## config.mk

```make
export PLATFORM = sky130hd
export DESIGN_NAME = hit_event_encoder
export DESIGN_NICKNAME = d
export VERILOG_FILES = /design/src/rtl/hit_event_encoder_pkg.sv /design/src/rtl/hit_event_encoder_cooldown_timer.sv /design/src/rtl/hit_event_encoder.sv
export SDC_FILE = /design/constraint.sdc
export NUM_CORES = 1
export LEC_CHECK = 0
export BUFFER_PORTS_ARGS = -buffer_cell sky130_fd_sc_hd__buf_2
export CELL_PAD_IN_SITES_DETAIL_PLACEMENT = 0
export CELL_PAD_IN_SITES_GLOBAL_PLACEMENT = 1
export CORE_MARGIN = 2
export CORE_UTILIZATION = 45
export CTS_BUF_LIST = sky130_fd_sc_hd__clkbuf_8
export CTS_CLUSTER_SIZE = 8
export DETAILED_ROUTE_END_ITERATION = 6
export GPL_ROUTABILITY_DRIVEN = 0
export PLACE_DENSITY = 0.83
export SYNTH_ARGS = -nofsm -noshare
export SYNTH_HDL_FRONTEND = slang
export SYNTH_SLANG_ARGS = --single-unit
export TNS_END_PERCENT = 20
```

## constraint.sdc

```tcl
create_clock -name clk -period 5.7 [get_ports clk]
set_clock_uncertainty 0.05 [all_clocks]
set_input_delay 0.855 -clock clk [delete_from_list [all_inputs] [get_ports clk]]
set_output_delay 0.855 -clock clk [all_outputs]
set_load 0.01 [all_outputs]
```

## src/rtl/hit_event_encoder_pkg.sv

```systemverilog
// Shared types and helpers for the obstacle-hit encoder (package hit_pkg).
// Holds the obstacle codes, the encoder state type and a lowest-set-bit encoder.
package hit_pkg;

  localparam int NUM_OBST = 3;

  typedef enum logic [1:0] {
    NONE  = 2'b00,
    OBST1 = 2'b01,
    OBST2 = 2'b10,
    OBST3 = 2'b11
  } obst_code_t;

  typedef enum logic {
    COLLECT = 1'b0,
    EMIT    = 1'b1
  } enc_state_t;

  // Obstacle i+1 wins over higher indices when several are pending.
  function automatic obst_code_t lowest_code(input logic [NUM_OBST-1:0] mask);
    logic [1:0] v;
    v = 2'b00;
    for (int i = NUM_OBST - 1; i >= 0; i--) begin
      if (mask[i]) v = 2'(i + 1);
    end
    return obst_code_t'(v);
  endfunction

endpackage

```

## src/rtl/hit_event_encoder_cooldown_timer.sv

```systemverilog
// Per-obstacle cooldown counter: loads on an accepted snapshot, counts down one
// per frame tick and flags when it has reached zero.
module hit_cooldown_timer #(
  parameter int COOLDOWN_FRAMES = 8,
  parameter int CNT_W           = 4
) (
  input  logic clk,
  input  logic resetN,
  input  logic i_load,
  input  logic i_tick,
  output logic o_zero
);

  logic [CNT_W-1:0] r_cnt;

  always_ff @(posedge clk) begin
    if (resetN) begin
      r_cnt <= '0;
    end else if (i_load) begin
      r_cnt <= CNT_W'(COOLDOWN_FRAMES);
    end else if (i_tick && (r_cnt != '0)) begin
      r_cnt <= r_cnt - 1'b1;
    end
  end

  assign o_zero = (r_cnt == '0);

endmodule

```

## src/rtl/hit_event_encoder.sv

```systemverilog
// Turns per-pixel collision flags into single-cycle obstacle hit codes with
// per-frame latching, cooldown and valid/ready serialisation. Option: HIT_SOUND_EN.
module hit_event_encoder
  import hit_pkg::*;
#(
  parameter int COOLDOWN_FRAMES = 8,
  parameter int CNT_W           = 4
) (
  input  logic                clk,
  input  logic                resetN,
  input  logic                startOfFrame,
  input  logic                game_enable,
  input  logic [NUM_OBST-1:0] collision,
  input  logic                event_ready,
  output logic [1:0]          obstacle_num,
  output logic                event_valid,
  output logic [7:0]          total_hits,
  output logic [3:0]          merged_hits,
  output logic                sound_trigger
);

  enc_state_t          r_state;
  obst_code_t          r_code;
  logic                r_valid;
  logic [NUM_OBST-1:0] r_latch;
  logic [NUM_OBST-1:0] r_pending;
  logic [7:0]          r_total;
  logic [3:0]          r_merged;

  logic [NUM_OBST-1:0] w_cd_zero;
  logic [NUM_OBST-1:0] w_accept_mask;
  logic [NUM_OBST-1:0] w_hit_now;
  logic [NUM_OBST-1:0] w_pend_clr;
  logic [NUM_OBST-1:0] w_merge;
  logic [1:0]          w_merge_cnt;
  logic [4:0]          w_merged_sum;
  logic [1:0]          w_code;
  logic                w_accept;

  assign w_code   = r_code;
  assign w_accept = r_valid && event_ready;

  for (genvar gi = 0; gi < NUM_OBST; gi++) begin : g_obst
    hit_cooldown_timer #(
      .COOLDOWN_FRAMES(COOLDOWN_FRAMES),
      .CNT_W          (CNT_W)
    ) u_cooldown (
      .clk   (clk),
      .resetN(resetN),
      .i_load(startOfFrame && r_latch[gi]),
      .i_tick(startOfFrame),
      .o_zero(w_cd_zero[gi])
    );
    assign w_accept_mask[gi] = w_accept && (w_code == 2'(gi + 1));
  end

  assign w_hit_now  = collision & {NUM_OBST{game_enable}} & w_cd_zero;
  assign w_pend_clr = r_pending & ~w_accept_mask;
  // A hit already waiting (and not leaving this cycle) absorbs the new one.
  assign w_merge    = startOfFrame ? (w_pend_clr & r_latch) : '0;

  always_comb begin
    w_merge_cnt = '0;
    for (int i = 0; i < NUM_OBST; i++) begin
      w_merge_cnt = w_merge_cnt + 2'(w_merge[i]);
    end
  end

  assign w_merged_sum = {1'b0, r_merged} + 5'(w_merge_cnt);

  always_ff @(posedge clk) begin
    if (resetN) begin
      r_state   <= COLLECT;
      r_code    <= NONE;
      r_valid   <= 1'b0;
      r_latch   <= '0;
      r_pending <= '0;
      r_total   <= '0;
      r_merged  <= '0;
    end else begin
      r_pending <= w_pend_clr | (startOfFrame ? r_latch : '0);
      r_latch   <= (startOfFrame ? '0 : r_latch) | w_hit_now;
      r_merged  <= (w_merged_sum > 5'd15) ? 4'hF : w_merged_sum[3:0];
      if (w_accept) r_total <= r_total + 8'd1;

      case (r_state)
        COLLECT: begin
          if (r_pending != '0) begin
            r_state <= EMIT;
            r_code  <= lowest_code(r_pending);
            r_valid <= 1'b1;
          end
        end
        EMIT: begin
          if (event_ready) begin
            if (w_pend_clr != '0) begin
              r_code <= lowest_code(w_pend_clr);
            end else begin
              r_state <= COLLECT;
              r_code  <= NONE;
              r_valid <= 1'b0;
            end
          end
        end
        default: begin
          r_state <= COLLECT;
          r_code  <= NONE;
          r_valid <= 1'b0;
        end
      endcase
    end
  end

  assign obstacle_num = r_code;
  assign event_valid  = r_valid;
  assign total_hits   = r_total;
  assign merged_hits  = r_merged;

`ifdef HIT_SOUND_EN
  logic r_sound;
  always_ff @(posedge clk) begin
    if (resetN) r_sound <= 1'b0;
    else        r_sound <= w_accept;
  end
  assign sound_trigger = r_sound;
`else
  assign sound_trigger = 1'b0;
`endif

endmodule

```

==> implementation parameters <==
Parameter                              Value

Pwr
  Pwr Density ... 423 mW/mm^2
  Highest ir drop seen on vdd ... 0.163 mV
  Cell-internal power ... 0.501 mW
  Net switching power figure ... 0.287 mW
  Share of total power in the clock network ... 20.4%
  Leak Pwr ... 0.741 nW
  Fraction of power spent switching nets ... 36.4%
  Sequential power share ... 44.1%
  Combinational group share of total power ... 35.5%

Floorplanning
  Number of top-level design ports ... 24
  Num rows ... 22
  Die Footprint ... 0.00421 sq mm
  Area of the core region ... ~0.0036 sq mm
  Vertical extent of the die ... approximately 65 um
  Effective utilization at floorplan ... 46.3%
  Horiz. Die Dim ... roughly 65 um

Logic synthesis
  Synth area leaders ... sky130_fd_sc_hd__dfxtp_1 (41%), sky130_fd_sc_hd__nor2_1 (6.1%), sky130_fd_sc_hd__a21oi_1 (6.0%)
  Mapped Nets ... 216
  Most frequently used flop master after synthesis ... sky130_fd_sc_hd__dfxtp_1
  Post-synthesis async set-or-reset flop share ... 0%
  Mapped Area ... 0.00167 sq mm
  Post-Synthesis Mean Instance Area ... 8.34 sq um
  Count of unique library cells instantiated by Yosys ... 39
  Number of flip-flops and latches in the synthesized netlist ... 34
  Top-area cell type share of the netlist area ... 40.8%
  Cell with the most instances after synthesis ... sky130_fd_sc_hd__dfxtp_1
  Count of mapped cells out of synthesis ... 200
  Most instantiated cells after synthesis ... sky130_fd_sc_hd__dfxtp_1 (34), sky130_fd_sc_hd__nor2_1 (27), sky130_fd_sc_hd__a21oi_1 (20)
  Sequential fraction of the synthesis area ... 40.8%
  Yosys synthesis warning count ... 0
  Cell type contributing the most total cell area after synthesis ... sky130_fd_sc_hd__dfxtp_1
  Number of flops mapped to enable cells by yosys ... 0

Setup path
  Register-to-Register Path Depth ... 9
  Category of the most critical setup path ... in -> reg
  Data required time of the critical path ... 5.84 ns
  Sort of element at the end of the critical path ... register
  Kind of launch point of the worst setup path ... input port
  Reg-to-Reg End ... merged_hits[3]
  Setup slack of the worst register-to-register path ... between 3 and 4 ns
  Largest fanout on the critical path ... 6
  CP arrival ... between 2 and 3 ns
  Start of the worst register-to-register path ... obstacle_num[1]

Routing
  Detailed-routing iteration count for the pre-antenna-repair pass ... 4
  Count of vias placed by the detailed router ... 1442
  Wire length reported by the detailed router ... 3360 um
  First-iteration detailed-routing DRC count ... 37
  Detailed-route vias per instance ... around 5.4
  Antenna Violating Nets Remaining ... 0
  Residual DRC ... 0
  Avg WL per Cell ... 12.6 um

GRT
  Initial antenna violation count ... 0
  First-pass GRT wire length ... 5970 um
  Number of global-route vias before repair ... 1421
  Grt total ovfl ... 0
  Largest net degree at the start of global routing ... 36
  Global Route Usage Sum ... 18.4%

Layout
  Area growth from synthesis to layout ... 11.8%
  Non-Filler Instances ... 267
  Filler cells ... ~370
  Multi-input gate area ... between 800 and 900 sq um
  Sequential Area ... 681 sq um
  Inserted Diodes ... 0
  Final #Nets ... 235
  Share of cells above drive strength 1 ... 12.8%

Place
  Final HPWL from detailed placement ... 2430 um
  Number of I/O port buffers ... 22
  Instance count after placement with tap cells included ... 260

Hold path
  Terminating pin of the worst hold path ... g_obst[0].u_cooldown.r_cnt[1]
  Cell depth of the worst hold path ... 2
  Class of the tightest hold or removal check ... reg -> reg
  Start point of the worst hold path ... g_obst[0].u_cooldown.r_cnt[1]

STA
  Slew at the pin closest to its max-slew limit ... 0.636 ns
  Worst slew slack as a fraction of its limit ... 57.6%
  Setup repair after global routing missed its margin ... false
  Final count of hold timing violations ... 0
  Maximum operating frequency ... 365 MHz
  Period utilization ... 48.1%
  Total negative setup slack ... 0 ns
  Worst Hold Slack ... 0.467 ns
  Final critical-path required period ... 2.74 ns
  Count of final max-slew check failures ... 0
  Total setup violations reported at the end of the flow ... 0

Clocking
  H-tree levels ... 2
  Hold buffers post-CTS ... 0
  Post-CTS sizing ... 0
  Clock slew at the register clock pins of the worst setup and hold paths ... 0.06 ns
  Post-CTS setup buffer count ... 0
  Longest Clk Path Bufs ... 2
  Clock latency at the later pin of the worst-skew pair ... 0.28 ns
  TritonCTS sink count ... 34
  CTS root buf ... sky130_fd_sc_hd__clkbuf_8
  CTS buffer count ... 5
  Clock tree from TritonCTS ... done

Flow run
  Max-cap violations ... 0

Outcome
  Result of the run ... finished clean
[cell families (layout without fill, tap and decap cells)]
logic type	count (synthesis)	count (layout)	share of synthesized area (%)
flops	34	34	40.8
xor+xnor	6	6	3.15
other cells	1	1	0.225
compound gates	44	44	16.1
mux	2	2	1.20
buf+inv	28	47	7.05
fa+ha+maj	8	8	6.90
simple gates	77	77	24.5
[layout make-up]
cell class | count | area share (%)
multi-input cells | 138 | 46.6
flip-flops and latches | 34 | 36.5
repair buffers | 22 | 5.91
clock buffers | 5 | 3.69
inverters | 18 | 3.62
well taps | 48 | 3.22
clock inverters | 2 | 0.403
[per-stage QoR]
step                      instance area (sq um)  setup slack [ns]  power, mW  util, %
final                                      1860              2.96      0.788     51.7
after global routing                       1860              2.85      0.857     51.7
after CTS                                  1860              2.95      0.796     51.7
after detailed placement                   1790              2.66      0.632     49.6
after global placement                     1790              2.77      0.617     49.6
after floorplan                            1670              3.01      0.570        -
[worst max path at each step]
stage / from / to / slack (ns) / cells past startpoint
after floorplan: event_ready / merged_hits[3] / 3.01 / 9
after global placement: event_ready / merged_hits[3] / 2.77 / 10
after detailed placement: event_ready / merged_hits[3] / 2.66 / 10
after CTS: event_ready / merged_hits[3] / 2.95 / 10
after global routing: event_ready / merged_hits[3] / 2.85 / 10
final: event_ready / merged_hits[3] / 2.96 / 10
[power groups by stage]
stage | clock, mW | sequential, mW | combinational [mW]
2_1_floorplan | 0 | 0.337 | 0.233
3_3_place_gp | 0 | 0.348 | 0.269
3_5_place_dp | 0 | 0.352 | 0.280
4_1_cts | 0.166 | 0.347 | 0.282
5_1_grt | 0.176 | 0.357 | 0.324
6_report | 0.161 | 0.347 | 0.279
[per-layer routing]
| layer | vias up | wire, um | share of wire, % | track usage [%] |
|---|---|---|---|---|
| met5 | - | 0 | 0 | 0 |
| met4 | 0 | 21 | 0.63 | 10.6 |
| met3 | 2 | 127 | 3.8 | 4.17 |
| met2 | 21 | 1640 | 49 | 30.5 |
| met1 | 678 | 1570 | 47 | 21.6 |
| li1 | 741 | - | - | - |
[critical path, cell delays in order]
cell and delay, ns:
sky130_fd_sc_hd__buf_2 0.13, sky130_fd_sc_hd__nand4b_1 0.14, sky130_fd_sc_hd__nand4_1 0.15, sky130_fd_sc_hd__fa_1 0.49, sky130_fd_sc_hd__inv_1 0.07, sky130_fd_sc_hd__ha_1 0.16
sky130_fd_sc_hd__inv_1 0.06, sky130_fd_sc_hd__fa_1 0.41, sky130_fd_sc_hd__and2_1 0.16, sky130_fd_sc_hd__a311oi_1 0.24
[cells in the final DEF, fill, tap and decap left out, types with 4 or more instances in the layout]
cell                        n
sky130_fd_sc_hd__dfxtp_1   34
sky130_fd_sc_hd__nor2_1    27
sky130_fd_sc_hd__buf_2     22
sky130_fd_sc_hd__inv_1     20
sky130_fd_sc_hd__a21oi_1   20
sky130_fd_sc_hd__nand2_1    9
sky130_fd_sc_hd__nor3_1     9
sky130_fd_sc_hd__o21ai_0    7
sky130_fd_sc_hd__nor4_1     7
sky130_fd_sc_hd__nand4_1    6
sky130_fd_sc_hd__ha_1       6
sky130_fd_sc_hd__clkbuf_8   5
sky130_fd_sc_hd__nor3b_1    4
sky130_fd_sc_hd__a21o_1     4
[flip-flops by register name, indices dropped and copies added, names as in the netlist]
name,cells
event_valid,1
g_obst.u_cooldown.r_cnt,12
merged_hits,4
obstacle_num,2
r_latch,3
r_pending,3
r_state,1
total_hits,8
No activity file was read; power rests on OpenSTA's default activity.
